File: src/rtl/encode42_pkg.sv
// encode42_pkg: shared types and widths for the encode42_rr encoder.
//   REQ_W   : number of request lines (4)
//   CODE_W  : width of the encoded index (2)
//   state_e : transfer state, IDLE (nothing pending) or HOLD (valid asserted)
package encode42_pkg;

  localparam int REQ_W  = 4;
  localparam int CODE_W = 2;

  typedef enum logic {
    IDLE = 1'b0,
    HOLD = 1'b1
  } state_e;

endpackage

File: src/rtl/encode42_pick.sv
// encode42_pick: combinational rotating-priority picker.
//   req    in  REQ_W   request lines
//   ptr    in  CODE_W  bit index where the priority search starts
//   winner out CODE_W  first set bit at or above ptr, wrapping past the top
//   any    out 1       at least one request is set
//   multi  out 1       more than one request is set
module encode42_pick
  import encode42_pkg::*;
(
  input  logic [REQ_W-1:0]  req,
  input  logic [CODE_W-1:0] ptr,
  output logic [CODE_W-1:0] winner,
  output logic              any,
  output logic              multi
);

  logic [CODE_W-1:0] idx;

  // Walk offsets from the farthest to the nearest so the lowest offset from
  // ptr is the last assignment and therefore wins. The index add wraps 3->0
  // naturally in CODE_W bits.
  always_comb begin
    winner = '0;
    idx    = '0;
    for (int k = REQ_W - 1; k >= 0; k--) begin
      idx = ptr + CODE_W'(k);
      if (req[idx]) winner = idx;
    end
    any   = |req;
    multi = ($countones(req) > 1);
  end

endmodule

File: src/rtl/encode42_rr.sv
// encode42_rr: registered 4-to-2 encoder with a valid/ready output handshake.
//   clk    in  1  rising-edge clock
//   rst_n  in  1  synchronous active-low reset
//   req    in  4  level request lines, bit i encodes to code i
//   ready  in  1  consumer accepts the pending transfer when valid && ready
//   code   out 2  index of the captured winner
//   multi  out 1  more than one request was set at capture
//   valid  out 1  code/multi hold a pending transfer
//   grant  out 4  one-cycle one-hot pulse naming the captured request
// Build option: define ENCODE42_RR_ROUND_ROBIN_EN for round-robin selection;
// without it the lowest set request always wins and no pointer is kept.
module encode42_rr
  import encode42_pkg::*;
(
  input  logic              clk,
  input  logic              rst_n,
  input  logic [REQ_W-1:0]  req,
  input  logic              ready,
  output logic [CODE_W-1:0] code,
  output logic              multi,
  output logic              valid,
  output logic [REQ_W-1:0]  grant
);

  state_e            state_q, state_d;
  logic [CODE_W-1:0] code_q, code_d;
  logic              multi_q, multi_d;
  logic [REQ_W-1:0]  grant_q, grant_d;
  logic [CODE_W-1:0] ptr;

  logic [CODE_W-1:0] win;
  logic              any;
  logic              many;
  logic              capture;

  encode42_pick u_pick (
    .req    (req),
    .ptr    (ptr),
    .winner (win),
    .any    (any),
    .multi  (many)
  );

  // A new transfer can be loaded when nothing is pending, or when the pending
  // one is being accepted on this same edge.
  assign capture = ((state_q == IDLE) || ready) && any;

`ifdef ENCODE42_RR_ROUND_ROBIN_EN
  logic [CODE_W-1:0] ptr_q, ptr_d;

  assign ptr = ptr_q;

  always_comb begin
    ptr_d = ptr_q;
    if (capture) ptr_d = win + CODE_W'(1);
  end

  always_ff @(posedge clk) begin
    if (!rst_n) ptr_q <= '0;
    else        ptr_q <= ptr_d;
  end
`else
  assign ptr = '0;
`endif

  always_comb begin
    state_d = state_q;
    code_d  = code_q;
    multi_d = multi_q;
    grant_d = '0;
    if (capture) begin
      state_d      = HOLD;
      code_d       = win;
      multi_d      = many;
      grant_d[win] = 1'b1;
    end else if ((state_q == HOLD) && ready) begin
      state_d = IDLE;
    end
  end

  always_ff @(posedge clk) begin
    if (!rst_n) begin
      state_q <= IDLE;
      code_q  <= '0;
      multi_q <= 1'b0;
      grant_q <= '0;
    end else begin
      state_q <= state_d;
      code_q  <= code_d;
      multi_q <= multi_d;
      grant_q <= grant_d;
    end
  end

  assign code  = code_q;
  assign multi = multi_q;
  assign grant = grant_q;
  assign valid = (state_q == HOLD);

endmodule
File: config.mk
export PLATFORM = sky130hd
export DESIGN_NAME = encode42_rr
export DESIGN_NICKNAME = d
export VERILOG_FILES = /design/src/rtl/encode42_pkg.sv /design/src/rtl/encode42_pick.sv /design/src/rtl/encode42_rr.sv
export SDC_FILE = /design/constraint.sdc
export NUM_CORES = 1
export LEC_CHECK = 0
export CAP_MARGIN = 10
export CELL_PAD_IN_SITES_DETAIL_PLACEMENT = 2
export CELL_PAD_IN_SITES_GLOBAL_PLACEMENT = 2
export CORE_MARGIN = 1
export CORE_UTILIZATION = 22
export CTS_BUF_LIST = sky130_fd_sc_hd__clkbuf_4 sky130_fd_sc_hd__clkbuf_8
export CTS_CLUSTER_SIZE = 12
export DETAILED_ROUTE_END_ITERATION = 12
export PLACE_DENSITY = 0.71
export SYNTH_ARGS = -nofsm -noshare
export SYNTH_HDL_FRONTEND = slang
export SYNTH_HIERARCHICAL = 1
export SYNTH_SLANG_ARGS = --single-unit
File: constraint.sdc
create_clock -name clk -period 1 [get_ports clk]
set_input_delay 0.15 -clock clk [delete_from_list [all_inputs] [get_ports clk]]
set_output_delay 0.15 -clock clk [all_outputs]
set_load 0.05 [all_outputs]
==> out/metrics.yaml <==
maxCapViolations: 0
clk_transition_reported_paths_ns: 0.05
post_cts_hold_buffer_count: 0
timing.final.crit_share_pct: 95.0
clock_latency_ns: 0.25
synthCells: 47
ys_warn_count: 6
grt_setup_unrepaired: "no"
tritoncts: "built"
n_fill_cell: 196
stdcell_count: 102
fp.dieH_um: 44.8
area_delta_synth_final_pct: 86.6
finalWorstPathRequiredPeriod_ns: 0.950
initial_utilization_pct: 23.3
coreArea_mm2: 0.00173
h-tree-depth: 1
synth_seq_area_share_pct: 39.8
detail_route.vias_per_cell: 4.14
leakagePower_nw: 0.346
yosys_register_bits: 8
number_of_endpoints_with_negative_hold_slack_in_the_final_report: 0
final-setup-viol-count: 0
async_flop_share_pct: 0
layout_common_cells: "8 x sky130_fd_sc_hd__buf_12, 8 x sky130_fd_sc_hd__conb_1, 7 x sky130_fd_sc_hd__dfxtp_1, 7 x sky130_fd_sc_hd__buf_4"
skew_ns: 0.00714
clk_root_buffer_cell: "sky130_fd_sc_hd__clkbuf_4"
path_delay_family: "flip-flops"
crit_fanout: 2
grt_antenna_before_repair: 0
routed_wire_length_per_instance_um: 11.1
detail_route.iter0.violations: 3
fp.dieW_um: 44.8
gr-total-overflow: 0
hpwlAfterDp_um: 954
synth.distinct_cells: 20
grtUsageTotal_pct: 13.3
cp-start-kind: "register"
run_status: "complete, but fails checks"
clk_path_buf_depth: 2
vias_in_the_first_global_route: 431
grt_max_degree: 7
multiInputGateArea_um2: 254
std_cell_rows: 15
final_layout_size_suffix_gt1_share_pct: 44.2
drv_slew: 0
die_area_mm2: 0.00201
register_area_um2: 161
critical_path_capture_point_type: "output pin"
tritoncts_num_sinks: 8
gpl.final_weighted_congestion: 0.691
drc: 1
cp_cell_sequence: "buf_12"
worst_hold_slack_ns: 0.459
num_antenna_cells: 0
max-vdd-ir-drop_uv: 798
cts-buffers-inserted: 3
nets: 88
yosys_most_used_dff: "sky130_fd_sc_hd__dfxtp_1"
synth-edff-count: 0
drtAntennaViolNets: 0
synth_area_um2: 403
synth_largest_type_area_fraction_pct: 39.8
failed_checks: "design-rule violations"
power.density_mw_per_mm2: 1230
dpl.cell_count: 97
synth_area_leaders: "sky130_fd_sc_hd__dfxtp_1 40%, sky130_fd_sc_hd__inv_1 6.5%, sky130_fd_sc_hd__o21ai_2 6.5%"
timing_worst_setup_path_type: "reg2out"
timing.critical_path.required_ns: 0.85
first_pass_iters: 7
vias: 422
ios: 15
crit_path_max_incr_delay_ns: 0.39
critPathArrivalTime_ns: 0.80
crit_path_top_delay_cell: "sky130_fd_sc_hd__dfxtp_1"
port_buffers: 14
cp.buffers_inverters: 1
worst_hold_path_type: "in2reg"
post_synth.cell_area_avg_um2: 8.57
achievable-frequency_ghz: 1.05
synth_area_leader_cell: "sky130_fd_sc_hd__dfxtp_1"
wl_mm: 1.13
grt_pass1_wl_mm: 1.88
[layout make-up]
cell class | instances | share of cell area [%]
flip-flops and latches | 8 | 21.5
well taps | 25 | 4.16
repair buffers | 21 | 34.1
clock buffers | 3 | 3.00
multi-input cells | 38 | 33.8
inverters | 7 | 3.49
[through the flow]
stage	setup TNS [ns]	setup WS, ns	power [W]	area (um2)	util [%]
finish	0	0.0497	0.000927	752	43.6
CTS	-0.0785	-0.0785	0.000935	753	43.6
global route	0	0.0288	0.000975	752	43.6
detailed placement	-4.35	-0.667	0.000687	714	41.4
global placement	-4.16	-0.630	0.000676	714	41.4
floorplan	0	0.000697	0.000518	430	-
[final timing paths]
path                   startpoint                   end  slack [ns]  depth (start not counted)
max          code[1]$_SDFFE_PN0P_               code[1]        0.05                          1
min                        req[3]  code[0]$_SDFFE_PN0P_        0.46                          5
max reg2reg    valid$_SDFFE_PN0P_  code[1]$_SDFFE_PN0P_        0.15                          3
min reg2reg  code[0]$_SDFFE_PN0P_  code[0]$_SDFFE_PN0P_        0.50                          2
[power breakdown]
| group | switching, W | total (W) | internal (W) | leakage [nW] |
|---|---|---|---|---|
| clock | 0.000101 | 0.000238 | 0.000137 | 0.0138 |
| combinational | 0.000168 | 0.000323 | 0.000155 | 0.266 |
| sequential | 0.0000235 | 0.000366 | 0.000343 | 0.0661 |
[cell usage after synthesis (all sizes together), types with 2 or more instances]
cell,count
dfxtp,8
inv,7
o21ai,5
nand2,4
a21oi,3
nand4,3
nor3,3
nand3,2
nor2,2
[timing repair]
action / in CTS / in global routing
pin swaps: 2 / 3
endpoints found under the setup margin: 8 / 3
buffers inserted: 0 / 2
resized for setup: 15 / 4
[cell families after synthesis]
kind of cell | Yosys count | share of synthesized area (%)
AND/OR/NAND/NOR | 16 | 22.0
AO/OA/AOI/OAI | 11 | 18.9
buffers and inverters | 8 | 7.76
flip-flops | 8 | 39.8
adder cells (fa/ha/maj) | 2 | 8.07
multiplexers | 1 | 2.48
other | 1 | 0.931
[flip-flops by register name (all words and copies together), names as in the netlist]
name   flops
valid      1
multi      1
code       2
grant      4
[layer usage]
layer | global-route usage (%) | part of all wire [%] | vias to the layer above
met2 | 25.0 | 56 | 8
met4 | 1.82 | 0 | 0
li1 | - | - | 213
met3 | 4.80 | 1.9 | 0
met1 | 14.4 | 43 | 201
met5 | 0 | 0 | -
Note: power is estimated with default switching activity, not from simulation.
